$ cat src/rtl/sda_tx4_pkg.sv
// Shared constants for the 4-bit serial-data transmitter: state codes,
// default half-period length and frame length in half-periods.
package sda_tx4_pkg;

  localparam int unsigned HALF_DEFAULT = 4;
  localparam int unsigned FRAME_HALVES = 11;
  localparam int unsigned CNT_W        = 8;
  localparam int unsigned DATA_W       = 4;
  localparam int unsigned IDX_W        = 2;
  localparam int unsigned STATE_W      = 3;

  typedef logic [STATE_W-1:0] state_t;

  localparam logic [STATE_W-1:0] ST_IDLE    = 3'd0;
  localparam logic [STATE_W-1:0] ST_START   = 3'd1;
  localparam logic [STATE_W-1:0] ST_BIT_LO  = 3'd2;
  localparam logic [STATE_W-1:0] ST_BIT_HI  = 3'd3;
  localparam logic [STATE_W-1:0] ST_STOP_LO = 3'd4;
  localparam logic [STATE_W-1:0] ST_STOP_HI = 3'd5;

endpackage

$ cat src/rtl/sda_tick.sv
// Half-period divider: tick is high for the cycle that ends every HALF
// clocks after the last clear; it is registered so HALF=1 gives a steady tick.
module sda_tick
  import sda_tx4_pkg::*;
#(
  parameter int unsigned HALF = HALF_DEFAULT
) (
  input  logic clk,
  input  logic rst_n,
  input  logic clr,
  output logic tick
);

  localparam logic [CNT_W-1:0] LAST = CNT_W'(HALF - 1);

  logic [CNT_W-1:0] cnt;
  logic [CNT_W-1:0] cnt_nxt;

  // Count 0..HALF-1 and wrap; a clear restarts the half-period.
  always_comb begin
    cnt_nxt = '0;
    if (!clr && (cnt != LAST)) cnt_nxt = cnt + CNT_W'(1);
  end

  always_ff @(posedge clk or negedge rst_n) begin
    if (!rst_n) begin
      cnt  <= '0;
      tick <= 1'b0;
    end else begin
      cnt  <= cnt_nxt;
      tick <= (cnt_nxt == LAST);
    end
  end

endmodule

$ cat src/rtl/sda_tx4.sv
// Serial transmitter: start condition, four MSB-first data bits clocked on
// scl, then a stop condition; busy spans the frame and done marks the stop.
module sda_tx4
  import sda_tx4_pkg::*;
#(
  parameter int unsigned HALF = HALF_DEFAULT
) (
  input  logic              clk,
  input  logic              rst_n,
  input  logic              req,
  input  logic [DATA_W-1:0] data,
  output logic              scl,
  output logic              sda,
  output logic              busy,
  output logic              done
);

  state_t             state, state_nxt;
  logic [DATA_W-1:0]  shreg, shreg_nxt;
  logic [IDX_W-1:0]   idx, idx_nxt;
  logic               scl_nxt, sda_nxt, busy_nxt, done_nxt;
  logic               clr;
  logic               tick;

  sda_tick #(.HALF(HALF)) u_tick (
    .clk   (clk),
    .rst_n (rst_n),
    .clr   (clr),
    .tick  (tick)
  );

  always_ff @(posedge clk or negedge rst_n) begin
    if (!rst_n) begin
      state <= ST_IDLE;
      shreg <= '0;
      idx   <= IDX_W'(3);
      scl   <= 1'b1;
      sda   <= 1'b1;
      busy  <= 1'b0;
      done  <= 1'b0;
    end else begin
      state <= state_nxt;
      shreg <= shreg_nxt;
      idx   <= idx_nxt;
      scl   <= scl_nxt;
      sda   <= sda_nxt;
      busy  <= busy_nxt;
      done  <= done_nxt;
    end
  end

  // Divider is held clear while idle so the start edge begins a fresh half-period.
  always_comb begin
    state_nxt = state;
    shreg_nxt = shreg;
    idx_nxt   = idx;
    scl_nxt   = scl;
    sda_nxt   = sda;
    busy_nxt  = busy;
    done_nxt  = 1'b0;
    clr       = 1'b0;

    case (state)
      ST_IDLE: begin
        clr      = 1'b1;
        scl_nxt  = 1'b1;
        sda_nxt  = 1'b1;
        busy_nxt = 1'b0;
        if (req) begin
          shreg_nxt = data;
          idx_nxt   = IDX_W'(3);
          sda_nxt   = 1'b0;
          busy_nxt  = 1'b1;
          state_nxt = ST_START;
        end
      end
      ST_START: begin
        if (tick) begin
          scl_nxt   = 1'b0;
          sda_nxt   = shreg[DATA_W-1];
          state_nxt = ST_BIT_LO;
        end
      end
      ST_BIT_LO: begin
        if (tick) begin
          scl_nxt   = 1'b1;
          state_nxt = ST_BIT_HI;
        end
      end
      ST_BIT_HI: begin
        if (tick) begin
          scl_nxt = 1'b0;
          if (idx != '0) begin
            shreg_nxt = {shreg[DATA_W-2:0], 1'b0};
            idx_nxt   = idx - IDX_W'(1);
            sda_nxt   = shreg[DATA_W-2];
            state_nxt = ST_BIT_LO;
          end else begin
            sda_nxt   = 1'b0;
            state_nxt = ST_STOP_LO;
          end
        end
      end
      ST_STOP_LO: begin
        if (tick) begin
          scl_nxt   = 1'b1;
          sda_nxt   = 1'b0;
          state_nxt = ST_STOP_HI;
        end
      end
      ST_STOP_HI: begin
        if (tick) begin
          sda_nxt   = 1'b1;
          busy_nxt  = 1'b0;
          done_nxt  = 1'b1;
          state_nxt = ST_IDLE;
        end
      end
      default: begin
        state_nxt = ST_IDLE;
      end
    endcase
  end

endmodule

$ cat config.mk
export PLATFORM = sky130hd
export DESIGN_NAME = sda_tx4
export DESIGN_NICKNAME = d
export VERILOG_FILES = /design/src/rtl/sda_tx4_pkg.sv /design/src/rtl/sda_tick.sv /design/src/rtl/sda_tx4.sv
export SDC_FILE = /design/constraint.sdc
export NUM_CORES = 1
export LEC_CHECK = 0
export CAP_MARGIN = 20
export CORE_MARGIN = 10
export CORE_UTILIZATION = 58
export CTS_BUF_LIST = sky130_fd_sc_hd__clkbuf_4
export CTS_CLUSTER_DIAMETER = 200
export CTS_CLUSTER_SIZE = 30
export DETAILED_ROUTE_END_ITERATION = 6
export PLACE_DENSITY = 0.82
export SYNTH_ARGS = -nofsm -noshare
export SYNTH_HDL_FRONTEND = slang
export SYNTH_SLANG_ARGS = --single-unit
$ cat constraint.sdc
create_clock -name clk -period 2.2 [get_ports clk]
set_input_delay 0.22 -clock clk [delete_from_list [all_inputs] [get_ports clk]]
set_output_delay 0.22 -clock clk [all_outputs]
set_load 0.02 [all_outputs]
Word-level counts from Yosys, hierarchy flattened
Cells that the tools add are included.
{"block": "op_classes", "n_mul": 0, "eq_ne": 16, "shift": 0, "magnitude_cmp": 0, "n_addsub": 2, "n_reduce_logical": 15, "bitwise": 0, "mux": 30, "div": 0}
{"op": "$mux W3", "count": 7}
{"op": "$pmux W3 S6", "count": 1}
{"op": "$ne A2 B1 Y1 const B", "count": 7}
{"op": "$mux W4", "count": 3}
{"op": "$mux W1", "count": 10}
{"op": "$add A8 B1 Y8 const B", "count": 1}
{"op": "$eq A8 B2 Y1 const B", "count": 1}
{"op": "$mux W8", "count": 1}
{"op": "$ne A8 B2 Y1 const B", "count": 1}
{"op": "$pmux W4 S2", "count": 1}
{"op": "$eq A3 B2 Y1 const B", "count": 2}
{"op": "$eq A3 B3 Y1 const B", "count": 2}
{"op": "$mux W2", "count": 3}
{"op": "$reduce_and A6 Y1", "count": 1}
{"op": "$reduce_bool A2 Y1", "count": 3}
{"op": "$pmux W1 S5", "count": 1}
{"op": "$reduce_and A5 Y1", "count": 1}
{"op": "$reduce_bool A5 Y1", "count": 1}
{"op": "$ne A2 B2 Y1 const B", "count": 2}
{"op": "$pmux W2 S2", "count": 1}
{"op": "$reduce_and A4 Y1", "count": 1}
{"op": "$reduce_or A2 Y1", "count": 2}
{"op": "$eq A3 B1 Y1 const B", "count": 1}
{"op": "$logic_not A3 Y1", "count": 1}
{"op": "8 further kinds", "count": 8}
{"block": "word_totals", "output_inout_bits": 4, "in_bits": 7, "mem_bits_ro": 0, "latchBits": 0, "ramBits": 0, "regBits": 22, "n_memories": 0}

Logic depth before layout (Yosys ltp)
Gate-level depths: netlist of the first run.
{"block": "depth", "ltp_word": 6, "depth_mapped": 7, "mapped_depth_nobuf": 6}

By module
A second synthesis of the first run with hierarchy kept.
{"block": "hier_totals", "cells_unflattened": 122, "area_unflattened_um2": 1161.1}
{"mod": "sda_tx4", "area_per_inst_um2": 711.9, "seq_area_each_um2": 330.3, "instances": 1, "cells_each": 79}
{"mod": "sda_tick", "area_per_inst_um2": 449.2, "seq_area_each_um2": 225.2, "instances": 1, "cells_each": 43}

Worst setup path before layout of the first run
Ideal clock, no wire load.
{"block": "synth_timing", "path_kind": "flip-flop to flip-flop", "from": "reg u_tick.cnt[0]", "to": "reg u_tick.tick", "required_time_ns": 2.076, "period_less_slack_ns": 1.567, "path_buffers": 0, "arrival_time_ns": 1.443, "slack_ns": 0.633, "path_stages_with_launch": 6, "setup_time_ns": 0.124, "cell_sequence": "dfrtp_1 > ha_1 > or4b_4 > o21ai_4 > nor4_1 > o31a_1"}
{"block": "synth_via", "elab_chain_cells": 4, "elab_cells_between_ends": 5, "classes_between": "1 x add/sub; 2 x eq/ne; 1 x mux; 1 x reduce/logical"}
{"element": "start, declared", "line": "sda_tick.sv:16", "text": "logic [CNT_W-1:0] cnt;"}
{"element": "start signal, assigned", "line": "sda_tick.sv:30", "text": "cnt <= cnt_nxt;"}
{"element": "parallel branches: the longest is 2 deep, another holds $add A8 B1 Y8"}
{"element": "$mux W8 *", "line": "sda_tick.sv:22", "text": "if (!clr && (cnt != LAST)) cnt_nxt = cnt + CNT_W'(1);"}
{"element": "$eq A8 B2 Y1 *", "line": "sda_tick.sv:31", "text": "tick <= (cnt_nxt == LAST);"}
{"element": "end signal, assigned", "line": "sda_tick.sv:31"}
{"element": "end, declared", "line": "sda_tick.sv:11", "text": "output logic tick"}
Every way passes the cells marked *.
A chain may end at the register's enable or synchronous reset.

Final worst setup path of the first run
Ends and elaborated chain as after synthesis.

==> impl_metrics.toml, run 1 <==
[clock_tree]
cts_tree = "built"
clock_path_buffers = 2
cts_resized = 0
clkLatencyLatePin_ns = 0.30
postCtsSetupBuffers = 0
clkTransAtPathRegs_ns = 0.12
cts_hold_repair.buffers = 0
cts_sinks = 22
clock-root-buffer = "clkbuf_4"
htreeDepth = 1
cts_buffers = 3

[sta]
post-route-period-util_pct = 77.7
rsz0062_at_grt = "no"
period_minus_slack_ns = 1.71
hold_viol_final = 0
finalSetupTns_ns = 0
slew_headroom_pct = 71.6
worst_slew_pin_slew_ns = 0.427
setup_viol = 0
fmax_mhz = 585
finClkSkew_ns = 0.00572
drv_slew = 0

[route]
post-route-drc-count = 0
wl_per_cell_um = 13.8
via_per_inst = 5.74
routed-via-count = 890
drt_iter0_markers = 33
ant_nets = 0
drt-total-wl_um = 2140
firstDrtPassIters = 4

[synth]
synth_seq_cells = 22
yosys_warnings = 0
syn_area_mm2 = 0.00112
seq_area_frac_synth_pct = 49.6
netlist_instances = 118
synth_area_leaders = "dfrtp_1 (40%), dfstp_2 (9.4%), nor2_1 (6.0%)"
syn_nets = 127
yosysTopAreaCell = "dfrtp_1"
syn_avg_cell_area_um2 = 9.50
netlist.area_leader.share_pct = 40.2
synth_cell_types = 36

[cells_and_area]
fin_util_pct = 71.7
syn_to_final_growth_pct = 14.1
antenna_cells = 0
nFillCells = 144
drive_above_1_share_pct = 10.0
final_cell_mix = "nor2_1 (18), dfrtp_1 (18), nand2_1 (12), clkdlybuf4s50_1 (10), inv_1 (7)"
nets = 140

[power]
p_per_area_mw_per_mm2 = 1200
irDropWorstVdd_mv = 0.814
p_sw_mw = 0.597
p_int_mw = 0.937
p_sw_share_pct = 38.9
combPwrFrac_pct = 40.7
power_leakage_nw = 0.557
p_clk_share_pct = 12.8
seq_power_share_pct = 46.5

[die]
initial_core_util_pct = 62.9
ioPinCount = 11
die_y_um = 64.0
dieArea_mm2 = 0.00409
core_mm2 = 0.00178
die_w_um = 64.0
fp-row-count = 15

[setup_path]
crit_type = "register to register"
path_buf_inv = 0
crit_chain = "ha_1 > or4b_4 > o21ai_4 > nor4_1 > o31a_1"
max_stage_delay_ns = 0.50
start_kind = "register"
cpMaxStageDelayCell = "or4b_4"
worstPathMaxFanout = 9
critPathCaptureType = "register"
crit_arrival_ns = 1.91
path_delay_family = "simple AND/OR/NAND/NOR gates"
crit_required_ns = 2.40

[status]
outcome = "complete, no violations"

[global_routing]
antenna_found_initial = 0
grt_overflow_total = 0
grt_pass1_vias = 879
grt_max_degree = 23
grtUsageTotal_pct = 11.1
grt_first_pass_wirelength_um = 3750

[worst_hold_path]
hp-class = "input port to async pin"

[placement]
gp_congestion = 0.779
hpwl_um = 1610
port_buffers = 10

[flow_run]
cap_violations = 0
[power by group through the flow]
stage,Clock (mW),Sequential (mW),Combinational [mW]
global route,0.223,0.742,0.708
finish,0.197,0.713,0.624
detailed placement,0,0.723,0.630
global placement,0,0.717,0.604
CTS,0.205,0.714,0.631
floorplan,0,0.681,0.466
[sequential cells by signal, summed over array words and instances (netlist names)]
| name | flops |
|---|---|
| scl | 1 |
| busy | 1 |
| state | 3 |
| shreg | 4 |
| idx | 2 |
| done | 1 |
| sda | 1 |
| u_tick.tick | 1 |
| u_tick.cnt | 8 |
[cell families (layout without fill, tap and decap cells)]
group | count (synthesis) | in the layout | share of synthesized area (%)
xor gates and xnor gates | 6 | 6 | 4.69
buffers and inverters | 11 | 23 | 4.02
and+or+nand+nor | 49 | 49 | 22.5
adders and majority gates | 3 | 3 | 3.12
AOI/OAI and AO/OA | 27 | 27 | 16.1
DFF | 22 | 22 | 49.6
[synthesized netlist by cell type]
| master | n |
|---|---|
| and4_2 | 1 |
| xnor2_1 | 1 |
| clkbuf_1 | 3 |
| inv_1 | 7 |
| nor4_1 | 1 |
| o21ai_0 | 5 |
| or4b_4 | 1 |
| or3_1 | 3 |
| xor2_1 | 5 |
| dfstp_2 | 4 |
| a21boi_0 | 2 |
| nor2_1 | 18 |
| ha_1 | 2 |
| nand2_1 | 12 |
| nand4_1 | 1 |
| a211oi_1 | 2 |
| o311ai_0 | 1 |
| nand3_1 | 3 |
| o22ai_1 | 2 |
| a21oi_1 | 6 |
| buf_4 | 1 |
| o21bai_1 | 1 |
| nand4b_1 | 2 |
| o221ai_1 | 1 |
| or3b_1 | 1 |
| and2_1 | 2 |
| maj3_1 | 1 |
| nand3b_1 | 1 |
| a31oi_1 | 4 |
| o21ai_4 | 1 |
| dfrtp_1 | 18 |
| o31ai_1 | 1 |
| and3b_1 | 1 |
| nand2b_1 | 1 |
| nor4b_1 | 1 |
| o31a_1 | 1 |
[metal layers]
metal  wire (um)  global-route usage, %
met1         937                   11.4
met2        1120                   19.7
met3          76                   3.48
met4          12                   5.74
met5           0                      0
[worst register-to-register path, cell delays in order, from the launching register on]
cell	delay, ns
dfrtp_1	0.41
ha_1	0.26
or4b_4	0.50
o21ai_4	0.25
nor4_1	0.09
o31a_1	0.11
[final timing paths]
kind / start / end / slack [ns] / cells past startpoint
max: u_tick.cnt[0]$_DFF_PN0_ / u_tick.tick$_DFF_PN0_ / 0.49 / 5
min: rst_n / done$_DFF_PN0_ / 0.27 / 2
max reg2reg: u_tick.cnt[0]$_DFF_PN0_ / u_tick.tick$_DFF_PN0_ / 0.49 / 5
min reg2reg: u_tick.cnt[0]$_DFF_PN0_ / u_tick.cnt[0]$_DFF_PN0_ / 0.50 / 1
max in group asynchronous: rst_n / idx[0]$_DFFE_PN1P_ / 1.65 / 2
min in group clk: data[3] / shreg[3]$_DFFE_PN0P_ / 0.47 / 3
[per-stage QoR]
| step | hold slack, ns | cells | setup slack, ns | total power, mW | instance area [um^2] |
|---|---|---|---|---|---|
| final | 0.271 | 155 | 0.490 | 1.53 | 1280 |
| after detailed placement | 0.489 | 151 | 0.510 | 1.35 | 1250 |
| after floorplan | -0.0756 | 118 | 0.633 | 1.15 | 1120 |
| after global routing | 0.282 | 155 | 0.400 | 1.67 | 1280 |
| after global placement | 0.461 | 151 | 0.518 | 1.32 | 1250 |
| after CTS | 0.275 | 155 | 0.490 | 1.55 | 1280 |
[area by class of cell]
class                   count  area, um^2  share of cell area (%)
clock buffers               4        30.0                    2.35
inverters                   7        26.3                    2.05
multi-input cells          85         520                    40.7
flip-flops and latches     22         556                    43.4
well taps                  25        31.3                    2.45
repair buffers             12         115                    9.00
No activity file was read; power rests on OpenSTA's default activity.
==> inputs of run 2 (changes only) <==
CORE_UTILIZATION = 52   (was 58)
PLACE_DENSITY = 0.78   (was 0.82)
clock period = 1.55 ns   (was 2.2 ns; I/O delays follow)
==> run 2 against run 1 <==
  * Clock skew up 0.0047 ns
  * Critical path type unchanged
  * Sequential share of layout area down 6.0 points
  * Largest cell class is now multi-input gates
  * Utilization up 2.5 points
==> impl_metrics.toml, run 2 (synthesis gave the netlist of run 1 again) <==
[placement]
port_buffers = 10
preCtsSetupSlack_ns = -0.0729
gp_congestion = 0.896
placed_cell_area_mm2 = 0.00137
hpwl_um = 1790

[setup_path]
cpMaxStageDelayCell = "dfstp_2"
max_stage_delay_ns = 0.56
crit_type = "register to register"
critPathCaptureType = "register"
rrSetupSlack_ns = 0.02
start_kind = "register"
path_delay_family = "flip-flops"
crit_chain = "inv_2 > ha_4 > nand4b_1 > a21oi_2 > buf_6 > nor2_1 > a31oi_1"
ff2ff_path_depth = 7
r2r_start = "idx[1]$_DFFE_PN1P_"
path_buf_inv = 2
regToRegEndpoint = "shreg[3]$_DFFE_PN0P_"
worstPathMaxFanout = 6
crit_required_ns = 1.79
crit_arrival_ns = 1.77

[global_routing]
grt_pass1_vias = 977
grt_first_pass_wirelength_um = 4210
grtUsageTotal_pct = 12.0
grt_overflow_total = 0
grt_max_degree = 23
antenna_found_initial = 0

[clock_tree]
htreeDepth = 1
cts_buffers = 3
cts_hold_repair.buffers = 0
cts_tree = "built"
clkTransAtPathRegs_ns = 0.13
cts_sinks = 22
clock-root-buffer = "clkbuf_4"
clkLatencyLatePin_ns = 0.31
clock_path_buffers = 2

[die]
core_mm2 = 0.00200
die_w_um = 66.4
dieArea_mm2 = 0.00441
ioPinCount = 11
die_y_um = 66.4
initial_core_util_pct = 56.0
fp-row-count = 16

[sta]
worst_slew_pin_slew_ns = 0.281
finClkSkew_ns = 0.0104
fmax_mhz = 655
hold_viol_final = 0
setup_viol = 0
drv_slew = 0
final_critical_path_setup_slack_ns = 0.0237
slew_headroom_pct = 81.1
post-route-period-util_pct = 98.5
rsz0062_at_grt = "yes"
period_minus_slack_ns = 1.53

[power]
irDropWorstVdd_mv = 1.27
finalPower_mw = 2.69
power_leakage_nw = 0.649
p_per_area_mw_per_mm2 = 1810

[route]
ant_nets = 0
routed-via-count = 969
via_per_inst = 5.60
post-route-drc-count = 0
drt_iter0_markers = 35
wl_per_cell_um = 14.5
drt-total-wl_um = 2510
firstDrtPassIters = 4

[cells_and_area]
final_common_cell = "dfrtp_1"
fin_util_pct = 74.2
syn_to_final_growth_pct = 32.5
final_cell_mix = "dfrtp_1 (18), buf_4 (14), nor2_1 (13), nand2_1 (12), clkdlybuf4s50_1 (8)"
largest_reg_flops = 8
nets = 156
stdcell_area_mm2 = 0.00149
antenna_cells = 0
top_regs = "u_tick.cnt: 8 flops, shreg: 4 flops, state: 3 flops"
drive_above_1_share_pct = 28.1
regMostFlops = "u_tick.cnt"

[flow_run]
cap_violations = 0

[status]
outcome = "complete, no violations"

[worst_hold_path]
hp-class = "input port to async pin"
-- run 2: through the flow --
stage	hold WS (ns)	std cells	setup TNS [ns]
after floorplan	-0.141	118	0
after global placement	0.479	167	-0.0190
after detailed placement	0.488	167	-0.232
after CTS	0.174	173	0
after global routing	0.178	173	-0.480
final	0.165	173	0
-- run 2: what timing repair did --
item | 4_1_cts | 5_1_grt
setup buffers | 1 | 0
resized for setup | 5 | 13
endpoints found under the setup margin | 5 | 13
gates cloned | 1 | 0
pin swaps | 0 | 5
-- run 2: worst max path at each step --
stage,startpoint,endpoint,depth (start not counted)
floorplan,u_tick.cnt[0]$_DFF_PN0_,u_tick.tick$_DFF_PN0_,5
global placement,req,idx[1]$_DFFE_PN1P_,6
detailed placement,req,shreg[3]$_DFFE_PN0P_,6
CTS,idx[0]$_DFFE_PN1P_,shreg[3]$_DFFE_PN0P_,7
global route,idx[1]$_DFFE_PN1P_,shreg[3]$_DFFE_PN0P_,7
finish,idx[1]$_DFFE_PN1P_,shreg[3]$_DFFE_PN0P_,7
-- run 2: area by class of cell --
type | instances | area (um^2)
clock buffers | 3 | 22.5
clock inverters | 1 | 30.0
fillers | 136 | 517
inverters | 7 | 26.3
multi-input cells | 85 | 576
flip-flops and latches | 22 | 556
well taps | 27 | 33.8
repair buffers | 28 | 241
-- run 2: report_power, final --
group	internal (mW)	switching, mW
Sequential	0.798	0.160
Clock	0.261	0.179
Combinational	0.615	0.675
Total	1.67	1.01
-- run 2: worst reg2reg max path, stage by stage (launching register included) --
cell	delay, ns
dfstp_2	0.56
inv_2	0.05
ha_4	0.15
nand4b_1	0.18
a21oi_2	0.20
buf_6	0.14
nor2_1	0.04
a31oi_1	0.15
-- run 2: routing by layer --
metal	part of all wire [%]	track usage, %	vias to the layer above
met3	4.1	3.05	4
li1	-	-	468
met5	0	0	-
met2	54	20.8	19
met4	1.7	5.24	0
met1	40	13.3	478
